===== config.mk =====
export PLATFORM = sky130hd
export DESIGN_NAME = div_unit
export DESIGN_NICKNAME = d
export VERILOG_FILES = /design/src/rtl/div_unit.sv
export SDC_FILE = /design/constraint.sdc
export NUM_CORES = 1
export LEC_CHECK = 0
export CAP_MARGIN = 0
export CORE_ASPECT_RATIO = 0.6
export CORE_UTILIZATION = 30
export DETAILED_ROUTE_END_ITERATION = 7
export PLACE_DENSITY = 0.44
export SLEW_MARGIN = 20
export SYNTH_ARGS = -nofsm -noshare
export SYNTH_HDL_FRONTEND = slang
export SYNTH_SLANG_ARGS = --single-unit

===== constraint.sdc =====
create_clock -name clk -period 12.35 [get_ports clk]
set_input_delay 1.8525 -clock clk [delete_from_list [all_inputs] [get_ports clk]]
set_output_delay 1.8525 -clock clk [all_outputs]
set_load 0.02 [all_outputs]

===== src/rtl/div_unit.sv =====
`default_nettype none
// ============================================================================
// Module      : div_unit
// Description : Iterative RV64M divide/remainder unit (DIV/DIVU/REM/REMU and
//               W variants). Radix-2 restoring division, one quotient bit per
//               cycle, with a busy/done handshake and a kill input for flushes.
// Revision    : 1.0 - initial release
// ============================================================================
module div_unit #(
    parameter int XLEN = 64
) (
    input  logic            clk,
    input  logic            rst,
    input  logic            start,
    input  logic [1:0]      op,
    input  logic            op_w,
    input  logic            kill,
    input  logic [XLEN-1:0] rs1_data,
    input  logic [XLEN-1:0] rs2_data,
    output logic            busy,
    output logic            done,
    output logic [XLEN-1:0] result
);

    localparam int            c_CNT_W = $clog2(XLEN) + 1;
    localparam logic [1:0]    c_IDLE  = 2'd0;
    localparam logic [1:0]    c_CALC  = 2'd1;
    localparam logic [1:0]    c_DONE  = 2'd2;
    localparam logic [XLEN-1:0] c_ONE = {{(XLEN-1){1'b0}}, 1'b1};

    logic [1:0]         r_state;
    logic               r_is_rem;
    logic               r_w;
    logic               r_neg_q;
    logic               r_neg_r;
    logic [XLEN-1:0]    r_rem;
    logic [XLEN-1:0]    r_quo;
    logic [XLEN-1:0]    r_div;
    logic [c_CNT_W-1:0] r_cnt;

    // Operand preparation: extension for W ops, sign flags and magnitudes
    logic            w_signed;
    logic [XLEN-1:0] w_a;
    logic [XLEN-1:0] w_b;
    logic            w_a_neg;
    logic            w_b_neg;
    logic [XLEN-1:0] w_a_mag;
    logic [XLEN-1:0] w_b_mag;
    logic [XLEN-1:0] w_min;
    logic            w_div0;
    logic            w_ovf;
    logic [XLEN-1:0] w_spec_raw;
    logic [XLEN-1:0] w_spec_res;

    assign w_signed = ~op[0];
    assign w_a = op_w ? {{(XLEN-32){w_signed & rs1_data[31]}}, rs1_data[31:0]} : rs1_data;
    assign w_b = op_w ? {{(XLEN-32){w_signed & rs2_data[31]}}, rs2_data[31:0]} : rs2_data;
    assign w_a_neg = w_signed & w_a[XLEN-1];
    assign w_b_neg = w_signed & w_b[XLEN-1];
    assign w_a_mag = w_a_neg ? (~w_a + c_ONE) : w_a;
    assign w_b_mag = w_b_neg ? (~w_b + c_ONE) : w_b;

    // Most-negative value at operand width (sign-extended for W ops)
    assign w_min = op_w ? {{(XLEN-31){1'b1}}, {31{1'b0}}} : {1'b1, {(XLEN-1){1'b0}}};
    assign w_div0 = (w_b == '0);
    assign w_ovf  = w_signed & (w_a == w_min) & (w_b == '1);

    // Divide-by-zero: q = all ones, r = dividend. Overflow: q = dividend, r = 0
    assign w_spec_raw = w_div0 ? (op[1] ? w_a : '1) : (op[1] ? '0 : w_a);
    assign w_spec_res = op_w ? {{(XLEN-32){w_spec_raw[31]}}, w_spec_raw[31:0]} : w_spec_raw;

    // One restoring-division step; remainder stays below the divisor so the
    // shifted value always fits in XLEN bits
    logic [XLEN-1:0] w_shift;
    logic [XLEN:0]   w_diff;
    logic            w_qbit;
    logic [XLEN-1:0] w_rem_nxt;
    logic [XLEN-1:0] w_quo_nxt;
    logic [XLEN-1:0] w_q_fin;
    logic [XLEN-1:0] w_r_fin;
    logic [XLEN-1:0] w_sel;
    logic [XLEN-1:0] w_calc_res;

    assign w_shift   = {r_rem[XLEN-2:0], r_quo[XLEN-1]};
    assign w_diff    = {1'b0, w_shift} - {1'b0, r_div};
    assign w_qbit    = ~w_diff[XLEN];
    assign w_rem_nxt = w_qbit ? w_diff[XLEN-1:0] : w_shift;
    assign w_quo_nxt = {r_quo[XLEN-2:0], w_qbit};

    // Sign correction on the final step; W results are sign-extended from bit 31
    assign w_q_fin    = r_neg_q ? (~w_quo_nxt + c_ONE) : w_quo_nxt;
    assign w_r_fin    = r_neg_r ? (~w_rem_nxt + c_ONE) : w_rem_nxt;
    assign w_sel      = r_is_rem ? w_r_fin : w_q_fin;
    assign w_calc_res = r_w ? {{(XLEN-32){w_sel[31]}}, w_sel[31:0]} : w_sel;

    // Control FSM and datapath registers; all outputs registered
    always_ff @(posedge clk or negedge rst) begin
        if (!rst) begin
            r_state  <= c_IDLE;
            r_is_rem <= 1'b0;
            r_w      <= 1'b0;
            r_neg_q  <= 1'b0;
            r_neg_r  <= 1'b0;
            r_rem    <= '0;
            r_quo    <= '0;
            r_div    <= '0;
            r_cnt    <= '0;
            busy     <= 1'b0;
            done     <= 1'b0;
            result   <= '0;
        end else begin
            case (r_state)
                c_IDLE: begin
                    if (start && !kill) begin
                        r_is_rem <= op[1];
                        r_w      <= op_w;
                        r_neg_q  <= w_a_neg ^ w_b_neg;
                        r_neg_r  <= w_a_neg;
                        r_div    <= w_b_mag;
                        r_rem    <= '0;
                        // W dividends sit in the top 32 bits so their MSB shifts out first
                        r_quo    <= op_w ? {w_a_mag[31:0], {(XLEN-32){1'b0}}} : w_a_mag;
                        r_cnt    <= op_w ? c_CNT_W'(32) : c_CNT_W'(XLEN);
                        busy     <= 1'b1;
                        if (w_div0 || w_ovf) begin
                            r_state <= c_DONE;
                            done    <= 1'b1;
                            result  <= w_spec_res;
                        end else begin
                            r_state <= c_CALC;
                        end
                    end
                end
                c_CALC: begin
                    if (kill) begin
                        r_state <= c_IDLE;
                        busy    <= 1'b0;
                    end else begin
                        r_rem <= w_rem_nxt;
                        r_quo <= w_quo_nxt;
                        r_cnt <= r_cnt - c_CNT_W'(1);
                        if (r_cnt == c_CNT_W'(1)) begin
                            r_state <= c_DONE;
                            done    <= 1'b1;
                            result  <= w_calc_res;
                        end
                    end
                end
                c_DONE: begin
                    r_state <= c_IDLE;
                    busy    <= 1'b0;
                    done    <= 1'b0;
                end
                default: begin
                    r_state <= c_IDLE;
                    busy    <= 1'b0;
                    done    <= 1'b0;
                end
            endcase
        end
    end

endmodule
`default_nettype wire


==> metrics.csv <==
stage;metric;value;unit
status;status;finished clean;
timing;Final Cycle Share;57.4;%
timing;Hold Vio Cnt, Final;0;
critical_path;R2R Path Start;r_rem[10];
drt;Avg Vias per Cell;6.09;
power_and_ir_drop;leak pwr;11.7;nW
critical_path;worst setup path class;reg -> reg;
critical_path;CP Data Required Time;12.80;ns
timing;Max-slew headroom;14.0;%
floorplan;Starting Density;30.4;%
place;post-placement cell count;4668;
timing;Tmin final;7.09;ns
drt;drt wl/cell;29.3;um
clock_tree;CTS tree;built;
global_routing;vias in the first global route;25600;
finish;layout cells sized above 1;5.45;%
critical_path;r2r endpoint;result[56];
clock_tree;Setup Buffers After CTS;0;
critical_path;CP dominant cell by count;a21oi_1;
hold_path;Worst Hold Depth;2;
yosys;Yosys warning count;0;
hold_path;hold wc startpoint;r_div[25];
global_routing;first-pass GRT wire length;196000;um
critical_path;critical path's top delay family;simple AND/OR/NAND/NOR gates;
critical_path;CP Depth;23;
finish;Post-Layout Cell Count;4731;
place;Placer Congestion;1.00;
hold_path;Hold Path End;r_div[25];
clock_tree;Clk Latency, worst-skew pair;0.61;ns
floorplan;Core Area;83700;um2
drt;DR DRC count;0;
yosys;Syn Area/Cell;7.29;um2
timing;unrepaired setup endpoints after global routing;false;
critical_path;Worst setup SP type;flop;
hold_path;worst hold path type;reg -> reg;
global_routing;largest net degree at the start of global routing;125;
drt;Starting DRT DRC Count;4020;
floorplan;die area;86000;um2
drt;max layer used;met5;
timing;Hold WS;0.480;ns
drt;DR vias;28800;
timing;Setup Skew;0.0406;ns
clock_tree;cts repair resizes;0;
yosys;register area share after synthesis;26.6;%
clock_tree;clock sink total;270;
finish;Area Overhead vs Synth;17.0;%
clock_tree;CTS Buf Count;35;
critical_path;Reg2Reg Setup Slack;5.26;ns
drt;Total Wirelength;139000;um
clock_tree;CTS clk-pin slew, worst paths;0.06;ns
clock_tree;Hold Buf Count CTS;0;
timing;# setup viols final;0;
yosys;Synth Instances;3486;
yosys;Cell Area, Synth;25400;um2
timing;final max-slew violation count;0;
yosys;flip-flop and latch count after synthesis;270;
clock_tree;Root Buffer;clkbuf_16;
finish;layout net count;3778;
floorplan;DIE HEIGHT;228;um
floorplan;io pins;201;
critical_path;CP max-delay cell;a21oi_1;
drt;DRT Pass-1 Iters;7;
global_routing;Remaining Overflow, GRT;0;
place;Buffers on Ports;200;
power_and_ir_drop;Pwr Density;289;nW/um2
critical_path;CP cell instances;ha_1, a21oi_1, o21ai_0, a21oi_1, nand2_1, a222oi_1, buf_4, nand2_4, inv_2, ha_1, nand3_1, nor4_1, buf_4, nand3b_4, or2_4, or4_4, or4_4, nand2b_4, o31ai_2, xor2_1, nor2_1, nor4_1, a21oi_1;
timing;FMAX;141;MHz
yosys;Netlist cell types;104;
finish;n_diodes;0;
timing;Worst Tran Pin Value;1.28;ns
critical_path;max incr delay on CP;0.61;ns
power_and_ir_drop;Worst VDD drop;0.121;mV
critical_path;Worst Path Arrival;7.54;ns
drt;Routed met2 length;46500;um
yosys;asr flop ratio synth;100;%
global_routing;initial antenna violation count;2;
critical_path;Crit. End Element;flop;
drt;met3 routed wirelength;19500;um
drt;WL met1;70700;um
floorplan;die span in x;378;um
yosys;Mapped Nets;3693;
timing;setup TNS;0;ns
place;hpwl dp;110000;um
drt;Post-DRT Antenna Nets;0;
critical_path;CP max FO;42;
global_routing;global-route usage over all layers;31.7;%
yosys;number of flops mapped to enable cells by yosys;0;
critical_path;Critical path buffers and inverters;3;
flow_run;Max-Cap Viols;0;
clock_tree;CTS H-Tree Depth;2;
clock_tree;CTS Buffer Depth;3;
yosys;ys flop type;dfrtp_1;
critical_path;FF-to-FF path depth;23;
floorplan;row count;82;
cell usage in the layout, fill, tap and decap left out, types with 12 or more instances in the layout:
master / netlist / final
nand2_1: 413 / 410
nor2_1: 389 / 386
o21ai_0: 348 / 345
a21oi_1: 300 / 298
dfrtp_1: 270 / 268
clkdlybuf4s50_1: 0 / 198
xnor2_1: 139 / 139
inv_1: 124 / 124
xor2_1: 109 / 109
nor3_1: 102 / 102
o211ai_1: 80 / 80
nand3_1: 74 / 74
ha_1: 71 / 71
buf_4: 1 / 70
nand4_1: 68 / 68
a31oi_1: 60 / 60
o31ai_1: 53 / 53
nor4_1: 52 / 52
a211oi_1: 48 / 48
mux2i_1: 42 / 42
a21o_1: 40 / 40
a221oi_1: 40 / 40
or3_1: 40 / 40
clkbuf_16: 0 / 36
and3_1: 28 / 28
or4_1: 21 / 21
o21ai_1: 17 / 20
and2_1: 20 / 20
nand2b_1: 20 / 18
o21a_1: 17 / 17
o41ai_1: 17 / 17
a22oi_1: 13 / 13
o22ai_1: 13 / 13
nor2b_1: 13 / 12
power breakdown:
part,switching (mW),internal [mW]
clock,0.485,0.649
sequential,0.405,1.18
combinational,4.03,1.84
worst min-delay path, stage by stage (launching register included):
cell and delay (ns):
dfrtp_1 0.34, nand2_1 0.05, o21ai_0 0.06
worst max path at each step:
stage | to | startpoint
2_1_floorplan | result[58] | r_rem[1]
3_3_place_gp | result[28] | rs2_data[18]
3_5_place_dp | result[28] | rs2_data[18]
4_1_cts | result[56] | r_rem[10]
5_1_grt | result[56] | r_rem[10]
6_report | result[56] | r_rem[10]
metrics by stage:
stage	worst slack, ns	cell area (um2)	power (mW)	utilization [%]
after floorplan	5.85	25400	4.95	-
after global placement	5.24	28600	7.28	34.1
after detailed placement	5.15	28600	7.22	34.1
after CTS	5.46	29700	8.38	35.5
after global routing	4.91	29800	9.03	35.5
final	5.26	29800	8.59	35.5
synthesized netlist by cell type (12+ instances only):
| library cell | count | area, um2 |
|---|---|---|
| a211oi_1 | 48 | 360 |
| a21o_1 | 40 | 300 |
| a21oi_1 | 300 | 1500 |
| a221oi_1 | 40 | 350 |
| a22oi_1 | 13 | 97.6 |
| a31oi_1 | 60 | 375 |
| and2_1 | 20 | 125 |
| and3_1 | 28 | 175 |
| buf_1 | 18 | 67.6 |
| buf_2 | 31 | 155 |
| clkbuf_1 | 171 | 642 |
| dfrtp_1 | 270 | 6760 |
| ha_1 | 71 | 888 |
| inv_1 | 124 | 465 |
| mux2i_1 | 42 | 420 |
| nand2_1 | 413 | 1550 |
| nand2b_1 | 20 | 125 |
| nand3_1 | 74 | 370 |
| nand4_1 | 68 | 425 |
| nor2_1 | 389 | 1460 |
| nor2b_1 | 13 | 81.3 |
| nor3_1 | 102 | 510 |
| nor4_1 | 52 | 325 |
| o211ai_1 | 80 | 601 |
| o21a_1 | 17 | 128 |
| o21ai_0 | 348 | 1740 |
| o21ai_1 | 17 | 85.1 |
| o21bai_1 | 12 | 90.1 |
| o22ai_1 | 13 | 81.3 |
| o31ai_1 | 53 | 398 |
| o41ai_1 | 17 | 149 |
| or3_1 | 40 | 250 |
| or4_1 | 21 | 158 |
| xnor2_1 | 139 | 1220 |
| xor2_1 | 109 | 955 |
flip-flops by register name (all words and copies together), names as in the netlist:
| signal | flops |
|---|---|
| busy | 1 |
| done | 1 |
| r_cnt | 7 |
| r_div | 64 |
| r_is_rem | 1 |
| r_neg_q | 1 |
| r_neg_r | 1 |
| r_quo | 64 |
| r_rem | 63 |
| r_state | 2 |
| r_w | 1 |
| result | 64 |
per-layer routing:
| layer | global-route usage, % | vias to the layer above |
|---|---|---|
| li1 | - | 13000 |
| met5 | 1.39 | - |
| met3 | 13.8 | 117 |
| met4 | 4.82 | 4 |
| met2 | 35.9 | 1667 |
| met1 | 51.6 | 14100 |
area by class of cell:
cell class	instances	area, um2
well taps	1134	1420
multi-input cells	2865	17400
inverters	129	484
fillers	9040	54000
clock buffers	52	1040
flip-flops and latches	270	6760
clock inverters	11	149
repair buffers	270	2540
kinds of logic after synthesis:
logic type,share of synthesized area (%)
adder cells (fa/ha/maj),3.89
flip-flops,26.6
AO/OA/AOI/OAI,29.4
multiplexers,2.14
AND/OR/NAND/NOR,24.1
buffers and inverters,5.35
XOR/XNOR,8.54
Note: power is estimated with default switching activity, not from simulation.
